`src/rtl/trace_uart_tx_if.sv`:
```
// Retirement-trace bus: the core drives retired PCs and the clear strobe in,
// and the transmitter reports the serial line and its status flags back.
interface trace_uart_tx_if;
  logic        retire_valid;
  logic [31:0] retire_pc;
  logic        ovf_clr;
  logic        tx;
  logic        busy;
  logic        overflow;
  logic [15:0] drop_cnt;

  modport master (
    output retire_valid, retire_pc, ovf_clr,
    input  tx, busy, overflow, drop_cnt
  );

  modport slave (
    input  retire_valid, retire_pc, ovf_clr,
    output tx, busy, overflow, drop_cnt
  );
endinterface

```
`src/rtl/trace_uart_tx.sv`:
```
// Retirement-trace UART transmitter. Buffers retired PCs in a small FIFO and
// sends each one as a 5-byte 8N1 frame: SYNC_BYTE followed by the PC MSB first.
//
// state   | meaning
// --------+-----------------------------------------------------------
// S_IDLE  | line idle high, waiting for a buffered PC
// S_START | start bit (0) of the current byte
// S_DATA  | 8 data bits, LSB first, shifted out of sh_q
// S_STOP  | stop bit (1); picks next byte, next frame, or idle
module trace_uart_tx #(
  parameter int unsigned CLKS_PER_BIT = 434,
  parameter int unsigned FIFO_DEPTH   = 8,
  parameter logic [7:0]  SYNC_BYTE    = 8'hA5
) (
  input  logic              clk,
  input  logic              rst,
  trace_uart_tx_if.slave    bus
);

  localparam int unsigned AW       = $clog2(FIFO_DEPTH);
  localparam logic [15:0] BIT_LOAD = 16'(CLKS_PER_BIT - 1);

  typedef enum logic [1:0] {S_IDLE, S_START, S_DATA, S_STOP} state_e;

  logic [31:0] mem_q [FIFO_DEPTH];
  logic [AW:0] wr_ptr_q, wr_ptr_d;
  logic [AW:0] rd_ptr_q, rd_ptr_d;
  logic        fifo_empty, fifo_full;
  logic        push, pop, drop;

  state_e      state_q, state_d;
  logic [15:0] timer_q, timer_d;
  logic [2:0]  bit_idx_q, bit_idx_d;
  logic [2:0]  byte_idx_q, byte_idx_d;
  logic [31:0] pc_q, pc_d;
  logic [7:0]  sh_q, sh_d;
  logic        overflow_q, overflow_d;
  logic [15:0] drop_cnt_q, drop_cnt_d;

  logic        bit_done;
  logic [7:0]  next_byte;

  // Extra pointer bit distinguishes full from empty when the indices match.
  assign fifo_empty = (wr_ptr_q == rd_ptr_q);
  assign fifo_full  = (wr_ptr_q[AW] != rd_ptr_q[AW]) &&
                      (wr_ptr_q[AW-1:0] == rd_ptr_q[AW-1:0]);
  // A full FIFO still accepts a PC when a slot frees up on the same edge.
  assign push = bus.retire_valid && (!fifo_full || pop);
  assign drop = bus.retire_valid && !push;

  assign bit_done = (timer_q == 16'd0);

  // Select the PC byte that follows the one just sent (MSB first).
  always_comb begin
    next_byte = pc_q[7:0];
    case (byte_idx_q)
      3'd0:    next_byte = pc_q[31:24];
      3'd1:    next_byte = pc_q[23:16];
      3'd2:    next_byte = pc_q[15:8];
      default: next_byte = pc_q[7:0];
    endcase
  end

  // FIFO storage; entries need no reset since the pointers define validity.
  always_ff @(posedge clk) begin
    if (push) mem_q[wr_ptr_q[AW-1:0]] <= bus.retire_pc;
  end

  // FSM next-state, bit timing and pop decision.
  always_comb begin
    state_d    = state_q;
    timer_d    = timer_q;
    bit_idx_d  = bit_idx_q;
    byte_idx_d = byte_idx_q;
    pc_d       = pc_q;
    sh_d       = sh_q;
    pop        = 1'b0;
    case (state_q)
      S_IDLE: begin
        if (!fifo_empty) begin
          pop        = 1'b1;
          pc_d       = mem_q[rd_ptr_q[AW-1:0]];
          sh_d       = SYNC_BYTE;
          byte_idx_d = 3'd0;
          timer_d    = BIT_LOAD;
          state_d    = S_START;
        end
      end
      S_START: begin
        if (bit_done) begin
          timer_d   = BIT_LOAD;
          bit_idx_d = 3'd0;
          state_d   = S_DATA;
        end else begin
          timer_d = timer_q - 16'd1;
        end
      end
      S_DATA: begin
        if (bit_done) begin
          timer_d   = BIT_LOAD;
          sh_d      = {1'b0, sh_q[7:1]};
          bit_idx_d = bit_idx_q + 3'd1;
          if (bit_idx_q == 3'd7) state_d = S_STOP;
        end else begin
          timer_d = timer_q - 16'd1;
        end
      end
      S_STOP: begin
        if (bit_done) begin
          if (byte_idx_q < 3'd4) begin
            byte_idx_d = byte_idx_q + 3'd1;
            sh_d       = next_byte;
            timer_d    = BIT_LOAD;
            state_d    = S_START;
          end else if (!fifo_empty) begin
            // Chain straight into the next frame with no idle gap.
            pop        = 1'b1;
            pc_d       = mem_q[rd_ptr_q[AW-1:0]];
            sh_d       = SYNC_BYTE;
            byte_idx_d = 3'd0;
            timer_d    = BIT_LOAD;
            state_d    = S_START;
          end else begin
            state_d = S_IDLE;
          end
        end else begin
          timer_d = timer_q - 16'd1;
        end
      end
      default: state_d = S_IDLE;
    endcase
  end

  // Pointer and drop-flag updates; a drop outranks a simultaneous clear.
  always_comb begin
    wr_ptr_d   = wr_ptr_q + {{AW{1'b0}}, push};
    rd_ptr_d   = rd_ptr_q + {{AW{1'b0}}, pop};
    overflow_d = overflow_q;
    drop_cnt_d = drop_cnt_q;
    if (drop) begin
      overflow_d = 1'b1;
      if (bus.ovf_clr)                 drop_cnt_d = 16'd1;
      else if (drop_cnt_q != 16'hFFFF) drop_cnt_d = drop_cnt_q + 16'd1;
    end else if (bus.ovf_clr) begin
      overflow_d = 1'b0;
      drop_cnt_d = 16'd0;
    end
  end

  // State registers; reset abandons any frame and flushes the FIFO.
  always_ff @(posedge clk or posedge rst) begin
    if (rst) begin
      state_q    <= S_IDLE;
      timer_q    <= 16'd0;
      bit_idx_q  <= 3'd0;
      byte_idx_q <= 3'd0;
      pc_q       <= 32'd0;
      sh_q       <= 8'd0;
      wr_ptr_q   <= '0;
      rd_ptr_q   <= '0;
      overflow_q <= 1'b0;
      drop_cnt_q <= 16'd0;
    end else begin
      state_q    <= state_d;
      timer_q    <= timer_d;
      bit_idx_q  <= bit_idx_d;
      byte_idx_q <= byte_idx_d;
      pc_q       <= pc_d;
      sh_q       <= sh_d;
      wr_ptr_q   <= wr_ptr_d;
      rd_ptr_q   <= rd_ptr_d;
      overflow_q <= overflow_d;
      drop_cnt_q <= drop_cnt_d;
    end
  end

  // Line level decoded from state so reset forces idle-high immediately.
  always_comb begin
    bus.tx = 1'b1;
    case (state_q)
      S_START: bus.tx = 1'b0;
      S_DATA:  bus.tx = sh_q[0];
      default: bus.tx = 1'b1;
    endcase
  end

  assign bus.busy     = (state_q != S_IDLE) || !fifo_empty;
  assign bus.overflow = overflow_q;
  assign bus.drop_cnt = drop_cnt_q;

endmodule

```
`src/flat_wrapper.sv`:
```
// flat-port wrapper written by rule: the top's interface ports become plain ports
module trace_uart_tx_flat 
#(
  parameter int unsigned CLKS_PER_BIT = 434,
  parameter int unsigned FIFO_DEPTH   = 8,
  parameter logic [7:0]  SYNC_BYTE    = 8'hA5
)
  (clk, rst, bus_retire_valid, bus_retire_pc, bus_ovf_clr, bus_tx, bus_busy, bus_overflow, bus_drop_cnt);
  trace_uart_tx_if bus_i ();
  input  logic clk;
  input  logic rst;
  input wire logic [$bits(bus_i.retire_valid)-1:0] bus_retire_valid;
  input wire logic [$bits(bus_i.retire_pc)-1:0] bus_retire_pc;
  input wire logic [$bits(bus_i.ovf_clr)-1:0] bus_ovf_clr;
  output wire logic [$bits(bus_i.tx)-1:0] bus_tx;
  output wire logic [$bits(bus_i.busy)-1:0] bus_busy;
  output wire logic [$bits(bus_i.overflow)-1:0] bus_overflow;
  output wire logic [$bits(bus_i.drop_cnt)-1:0] bus_drop_cnt;
  assign bus_i.retire_valid = bus_retire_valid;
  assign bus_i.retire_pc = bus_retire_pc;
  assign bus_i.ovf_clr = bus_ovf_clr;
  assign bus_tx = bus_i.tx;
  assign bus_busy = bus_i.busy;
  assign bus_overflow = bus_i.overflow;
  assign bus_drop_cnt = bus_i.drop_cnt;
  trace_uart_tx #(.CLKS_PER_BIT(CLKS_PER_BIT), .FIFO_DEPTH(FIFO_DEPTH), .SYNC_BYTE(SYNC_BYTE)) u_core (.clk(clk), .rst(rst), .bus(bus_i));
endmodule
```
`config.mk`:
```
export PLATFORM = sky130hd
export DESIGN_NAME = trace_uart_tx_flat
export DESIGN_NICKNAME = d
export VERILOG_FILES = /design/src/rtl/trace_uart_tx_if.sv /design/src/rtl/trace_uart_tx.sv /design/src/flat_wrapper.sv
export SDC_FILE = /design/constraint.sdc
export NUM_CORES = 1
export LEC_CHECK = 0
export CAP_MARGIN = 20
export CELL_PAD_IN_SITES_DETAIL_PLACEMENT = 1
export CELL_PAD_IN_SITES_GLOBAL_PLACEMENT = 2
export CORE_ASPECT_RATIO = 1.5
export CORE_MARGIN = 5
export CORE_UTILIZATION = 45
export CTS_CLUSTER_SIZE = 40
export DETAILED_ROUTE_END_ITERATION = 8
export PLACE_DENSITY = 0.89
export SLEW_MARGIN = 40
export SYNTH_ARGS = -nofsm -noshare
export SYNTH_HDL_FRONTEND = slang
export SYNTH_SLANG_ARGS = --single-unit
```
`constraint.sdc`:
```
create_clock -name clk -period 7.5 [get_ports clk]
set_clock_uncertainty 0.05 [all_clocks]
set_input_delay 0.75 -clock clk [delete_from_list [all_inputs] [get_ports clk]]
set_output_delay 0.75 -clock clk [all_outputs]
set_load 0.02 [all_outputs]
```
==> impl_summary.txt, run 1 <==
----------------------------------------------------
[Status]
  Run status ... completed

[Placement]
  Port-buffer cells ... 54
  Final weighted congestion of routability-driven global placement ... 0.782
  Worst slack after detailed placement ... 3.69 ns
  Detail Placement HPWL ... 19600 um
  Instance area after placement ... 0.0153 mm2

[STA]
  Minimum setup slack in the final design ... 3.54 ns
  Worst-margin pin slew ... 0.833 ns
  RSZ-0062 raised after global routing ... no
  Total count of max-transition violations in the final report ... 0
  Final period demand of the worst path ... 3.96 ns
  Maximum clock rate ... 0.252 GHz
  Final setup violating endpoints ... 0
  Max-Slew Margin vs Limit ... 0.440
  Total negative slack ... 0 ns
  Final Hold Slack ... 0.444 ns
  Final period utilization ... 0.529
  Final hold violation count ... 0

[Routing]
  Post-DR vias/cell ... 5.72
  Final WL ... 31200 um
  Drt drc ... 0
  DR pass1 iterations ... 4
  Iteration-0 DRC Markers ... 430
  Detailed-route via count ... 7832
  Drt wl/cell ... 22.8 um
  Routed Antenna Nets ... 0

[Layout]
  Number of nets at the end of the flow ... 992
  Number of filler instances in the final layout ... 2985
  Commonest non-fill, non-tap cells in the layout ... sky130_fd_sc_hd__edfxtp_1 (256), sky130_fd_sc_hd__dfrtp_1 (86), sky130_fd_sc_hd__nand2_1 (68)
  Most common cell after layout, fill and taps aside ... sky130_fd_sc_hd__edfxtp_1
  Area of all sequential standard cells ... 0.00992 mm2
  Combined area of the multi-input logic cells ... 0.00413 mm2
  Synthesis-to-layout area growth ... 14.5%
  Layout cell share with drive strength beyond 1 ... 0.162
  Final core area utilization ... 0.524
  Summed area of non-filler cells in the final layout ... 0.0163 mm2

[Logic synthesis]
  Synth top area share ... 0.539
  Gate Count Post-Synth ... 883
  Async set or reset register ratio after synthesis ... 0.258
  Number of distinct library cell variants in the gate-level netlist after synthesis ... 60
  Mapped cell area ... 0.0143 mm2
  Biggest area contributors in the synthesized netlist ... sky130_fd_sc_hd__edfxtp_1 (54%), sky130_fd_sc_hd__dfrtp_1 (16%), sky130_fd_sc_hd__mux4_2 (10%)
  Count of warnings emitted by yosys ... 0
  FF+latch count, synth ... 345
  Largest area contributor in the netlist ... sky130_fd_sc_hd__edfxtp_1
  Number of enable flip-flop cells after synthesis ... 256
  Synthesized netlist net count ... 937
  Sequential cell area fraction in the yosys report ... 0.696
  Mean area per synthesized cell ... 16.1 um2
  Synth Flop Type ... sky130_fd_sc_hd__edfxtp_1

[Global route]
  Pin count of the biggest net entering global routing ... 67
  First-pass GRT wire length ... 49900 um
  Global route overflow ... 0
  Antenna violations before repair ... 1
  Via count of the first global-routing pass ... 8653
  All-Layer GR Usage ... 0.179

[Worst setup path]
  Buf/Inv on CP ... 1
  Setup Crit Path Kind ... reg -> out
  Critical register-to-register path startpoint ... u_core.rd_ptr_q[0]
  Required time at the worst-slack endpoint ... 6.70 ns
  Critical Path Start Type ... flop
  Capture point of the worst reg-to-reg path ... u_core.wr_ptr_q[2]
  CP peak stage delay ... 0.87 ns
  Crit end category ... output port
  Timing endpoint of the critical path ... bus_busy
  Critical Path Source ... u_core.rd_ptr_q[0]
  Reg-to-reg setup timing slack ... 3.76 ns
  CP Cell Sequence ... xor2_1 -> nor4b_4 -> nand2_1 -> clkdlybuf4s50_1
  Worst path depth ... 4
  Biggest fanout along the worst timing path ... 34
  Arrival time at the worst endpoint ... 3.16 ns
  Depth of the most critical reg-to-reg path ... 9
  CP delay by family, top ... simple AND/OR/NAND/NOR gates
  Slowest CP cell ... sky130_fd_sc_hd__dfrtp_4

[Clocking]
  CTS sink count ... 345
  Resize count post-CTS ... 0
  Clock tree from TritonCTS ... yes
  Buffer cell driving the clock tree root ... sky130_fd_sc_hd__clkbuf_16
  Number of CTS-inserted buffers ... 34
  Clock slew at reported path FFs ... 0.06 ns
  Bufs on Longest Clock Path ... 3
  Number of buffers inserted by hold repair at cts ... 0
  Number of buffers inserted to repair setup after CTS ... 0
  H-tree Lvls ... 2
  Latest clock arrival within the worst-skew pair ... 0.53 ns

[Floorplan]
  Starting Density ... 0.458
  Placeable Area ... 0.0311 mm2
  Die Area ... 0.0354 mm2
  Boundary Pins ... 55
  Number of core rows ... 79
  Die Span Y ... 228 um
  Horizontal die dimension ... 155 um

[Power and ir drop]
  Power density cells ... 390 mW/mm2
  Switching share of power ... 0.340
  Cell internal pwr ... 4.20 mW
  Psw ... 2.16 mW
  Clock share of power ... 0.254
  Maximum ir drop on the vdd rail ... 0.230 mV
  Leakage power ... 5.71 nW
  Relative contribution of sequential cells to total power ... 0.430
  Part of the power in combinational logic ... 0.316

[Run]
  MaxCap Viol Count ... 0

[Min path]
  Worst hold path type ... reg -> reg
  Worst Min Path Start ... u_core.wr_ptr_q[3]

----------------------------------------------------
[cell families (layout without fill, tap and decap cells)]
kind of cell | Yosys count | in the layout | synth area share
AND/OR/NAND/NOR | 189 | 189 | 0.0664
AO/OA/AOI/OAI | 152 | 152 | 0.0683
other | 0 | 1 | 0
XOR/XNOR | 14 | 14 | 0.00860
buffers and inverters | 65 | 146 | 0.0187
multiplexers | 100 | 100 | 0.127
flip-flops | 345 | 345 | 0.696
adder cells (fa/ha/maj) | 18 | 18 | 0.0158
[worst min-delay path by stage]
stage,to,slack (ns),cells past startpoint
after floorplan,u_core.pc_q[24],0.40,2
after global placement,u_core.pc_q[12],0.41,2
after detailed placement,u_core.sh_q[3],0.43,2
after CTS,u_core.sh_q[3],0.44,2
after global routing,u_core.sh_q[4],0.47,2
final,u_core.wr_ptr_q[3],0.44,1
[area by class of cell]
type / instances / area share
inverters: 18 / 0.00421
repair buffers: 66 / 0.0391
flip-flops and latches: 345 / 0.608
clock buffers: 44 / 0.0582
multi-input cells: 473 / 0.253
diodes: 1 / 0.000153
clock inverters: 18 / 0.00674
well taps: 405 / 0.0310
[per-layer routing]
layer | vias to the layer above | GRT usage | routed length [um]
li1 | 3567 | - | -
met1 | 4090 | 0.214 | 12000
met2 | 130 | 0.331 | 17400
met3 | 45 | 0.0263 | 1130
met4 | 0 | 0.0537 | 684
met5 | - | 0 | 0
[power groups by stage]
stage / clock network (mW) / logic [mW] / registers (mW)
finish: 1.62 / 2.01 / 2.74
floorplan: 0 / 1.55 / 2.64
global placement: 0 / 1.96 / 2.75
CTS: 1.66 / 2.06 / 2.75
global route: 1.76 / 2.22 / 2.78
detailed placement: 0 / 2.05 / 2.79
[synthesized netlist by cell type (4+ instances only)]
library cell               number
sky130_fd_sc_hd__edfxtp_1     256
sky130_fd_sc_hd__xor2_1         5
sky130_fd_sc_hd__or3_1          5
sky130_fd_sc_hd__nand3_1       16
sky130_fd_sc_hd__xnor2_1        9
sky130_fd_sc_hd__and4_1         4
sky130_fd_sc_hd__a21oi_1       31
sky130_fd_sc_hd__nor2_1        40
sky130_fd_sc_hd__mux4_2        64
sky130_fd_sc_hd__or4_1          5
sky130_fd_sc_hd__inv_1         18
sky130_fd_sc_hd__clkbuf_1      31
sky130_fd_sc_hd__nor3_1        13
sky130_fd_sc_hd__nor4b_1        5
sky130_fd_sc_hd__mux2i_1       34
sky130_fd_sc_hd__nor2b_1        7
sky130_fd_sc_hd__nand4_1        7
sky130_fd_sc_hd__a22o_1        13
sky130_fd_sc_hd__dfrtp_1       89
sky130_fd_sc_hd__buf_2         12
sky130_fd_sc_hd__nand2_1       68
sky130_fd_sc_hd__a31oi_1        5
sky130_fd_sc_hd__o21ai_0       59
sky130_fd_sc_hd__ha_1          18
sky130_fd_sc_hd__o22a_1         4
sky130_fd_sc_hd__a221oi_1      10
sky130_fd_sc_hd__o22ai_1        5
[worst reg2reg max path: cells and delay by family (launching register included)]
| family | cells | cell delay, ns |
|---|---|---|
| AND/OR/NAND/NOR | 3 | 1.18 |
| XOR/XNOR | 2 | 0.42 |
| adder cells (fa/ha/maj) | 2 | 0.45 |
| AO/OA/AOI/OAI | 1 | 0.54 |
| flip-flops | 1 | 0.87 |
| buffers and inverters | 1 | 0.11 |
[registers in the layout, indices dropped and copies added (netlist names), 3 cells and up]
signal / cells
u_core.bit_idx_q: 3
u_core.rd_ptr_q: 4
u_core.sh_q: 8
u_core.timer_q: 16
u_core.pc_q: 32
u_core.mem_q: 256
u_core.byte_idx_q: 3
u_core.bus.drop_cnt: 16
u_core.wr_ptr_q: 4
[stage by stage]
stage / std cells / power [mW]
global route: 1370 / 6.75
finish: 1370 / 6.37
global placement: 1307 / 4.72
floorplan: 883 / 4.20
detailed placement: 1307 / 4.84
CTS: 1369 / 6.47
Note: power is estimated with default switching activity, not from simulation.
==> run 2: changes to the inputs <==
Clock period 7.5 ns to 4 ns, I/O delays scaled along.
==> impl_summary.txt, run 2 (synthesized netlist as in run 1, its figures left out) <==
----------------------------------------------------
[STA]
  Worst-margin pin slew ... 0.836 ns
  Final setup violating endpoints ... 0
  Max-Slew Margin vs Limit ... 0.442
  Maximum clock rate ... 0.309 GHz
  Final hold violation count ... 0
  Final period demand of the worst path ... 3.23 ns
  Total count of max-transition violations in the final report ... 0
  RSZ-0062 raised after global routing ... no
  Final period utilization ... 0.808

[Layout]
  Number of filler instances in the final layout ... 2918
  Most common cell after layout, fill and taps aside ... sky130_fd_sc_hd__edfxtp_1
  Number of diodes added for antenna fixing ... 0
  Synthesis-to-layout area growth ... 16.3%
  Layout cell share with drive strength beyond 1 ... 0.174
  Final core area utilization ... 0.533
  Summed area of non-filler cells in the final layout ... 0.0166 mm2
  Number of nets at the end of the flow ... 1002
  Commonest non-fill, non-tap cells in the layout ... sky130_fd_sc_hd__edfxtp_1 (256), sky130_fd_sc_hd__dfrtp_1 (86), sky130_fd_sc_hd__nand2_1 (68)
  Number of flip-flops in the largest register ... 256

[Clocking]
  Number of buffers inserted to repair setup after CTS ... 0
  CTS sink count ... 345
  Number of buffers inserted by hold repair at cts ... 0
  Number of CTS-inserted buffers ... 35
  Clock tree from TritonCTS ... yes
  Bufs on Longest Clock Path ... 3
  H-tree Lvls ... 2
  Clock slew at reported path FFs ... 0.06 ns
  Resize count post-CTS ... 0
  Latest clock arrival within the worst-skew pair ... 0.53 ns
  Buffer cell driving the clock tree root ... sky130_fd_sc_hd__clkbuf_16

[Power and ir drop]
  Power Total ... 12.2 mW
  Power density cells ... 738 mW/mm2
  Leakage power ... 5.82 nW
  Maximum ir drop on the vdd rail ... 0.513 mV

[Routing]
  Iteration-0 DRC Markers ... 464
  Drt wl/cell ... 23.2 um
  Post-DR vias/cell ... 5.80
  DR pass1 iterations ... 4
  Detailed-route via count ... 8002
  Final WL ... 32000 um
  Drt drc ... 0
  Routed Antenna Nets ... 0

[Global route]
  First-pass GRT wire length ... 51400 um
  Pin count of the biggest net entering global routing ... 67
  All-Layer GR Usage ... 0.186
  Antenna violations before repair ... 0
  Global route overflow ... 0
  Via count of the first global-routing pass ... 8916

[Floorplan]
  Boundary Pins ... 55
  Placeable Area ... 0.0311 mm2
  Horizontal die dimension ... 155 um
  Starting Density ... 0.458
  Die Area ... 0.0354 mm2
  Die Span Y ... 228 um
  Number of core rows ... 79

[Worst setup path]
  Setup Crit Path Kind ... reg -> out
  Biggest fanout along the worst timing path ... 11
  Required time at the worst-slack endpoint ... 3.55 ns
  Crit end category ... output port
  CP Cell Sequence ... xor2_1 -> nor4b_4 -> buf_4 -> nand2_1 -> clkdlybuf4s50_1
  CP peak stage delay ... 0.74 ns
  Slowest CP cell ... sky130_fd_sc_hd__dfrtp_1
  Critical Path Start Type ... flop
  Depth of the most critical reg-to-reg path ... 9
  Arrival time at the worst endpoint ... 2.78 ns

[Placement]
  Port-buffer cells ... 54
  Final weighted congestion of routability-driven global placement ... 0.790
  Detail Placement HPWL ... 20300 um
  Instance area after placement ... 0.0155 mm2

[Run]
  MaxCap Viol Count ... 0

[Status]
  Run status ... completed

[Min path]
  Worst hold path type ... in -> async

----------------------------------------------------
==> run 2: cell types whose count changed in the layout (fill, tap and decap cells not counted), moves of 2 or more <==
cell                       change
sky130_fd_sc_hd__nor4b_4       +3
sky130_fd_sc_hd__clkinv_1      -3
sky130_fd_sc_hd__clkinv_8      +2
sky130_fd_sc_hd__buf_4         +4
sky130_fd_sc_hd__buf_16        +4
sky130_fd_sc_hd__nor4b_2       -3
==> run 2: area by class of cell <==
cell class	count	area (um2)	area share
clock buffer	47	992	0.0598
clock inverter	17	119	0.00717
tap	405	507	0.0306
sequential	345	9920	0.598
timing repair buffer	75	798	0.0481
inverter	18	68.8	0.00415
multi-input combinational	473	4180	0.252
==> run 2: layer usage <==
layer	wire [um]	GRT usage
met3	1230	0.0277
met2	18000	0.343
met1	11900	0.219
met4	945	0.0646
met5	0	0
==> run 2: worst max-delay path, delay by kind of cell, from the launching register on <==
kind / cells / cell delay (ns)
flip-flops: 1 / 0.74
XOR/XNOR: 1 / 0.25
AND/OR/NAND/NOR: 2 / 0.44
buffers and inverters: 2 / 0.81
==> run 2: final timing paths <==
path	from	end	slack, ns
setup reg to reg	u_core.timer_q[0]	u_core.mem_q[4][4]	0.84
hold reg to reg	u_core.pc_q[31]	u_core.pc_q[31]	0.44
max in group asynchronous	rst	u_core.pc_q[2]	3.01
min in group clk	u_core.pc_q[31]	u_core.pc_q[31]	0.44
setup / recovery	u_core.wr_ptr_q[2]	bus_busy	0.77
hold / removal	rst	u_core.bus.drop_cnt[14]	0.16
==> run 2: metrics by stage <==
| stage | hold WS (ns) | setup WS (ns) | setup TNS (ns) | cells |
|---|---|---|---|---|
| after floorplan | 0.400 | -0.492 | -36.91 | 883 |
| after global placement | 0.411 | 0.647 | 0 | 1312 |
| after detailed placement | 0.427 | 0.781 | 0 | 1316 |
| after CTS | 0.163 | 0.738 | 0 | 1380 |
| after global routing | 0.211 | 0.616 | 0 | 1380 |
| final | 0.156 | 0.768 | 0 | 1380 |
==> run 2: report_power, final <==
group	leakage, nW	internal [mW]	switching (mW)	total, mW
clock	0.550	1.77	1.37	3.14
sequential	3.46	4.64	0.412	5.05
combinational	1.81	1.64	2.41	4.05
total	5.82	8.04	4.19	12.2
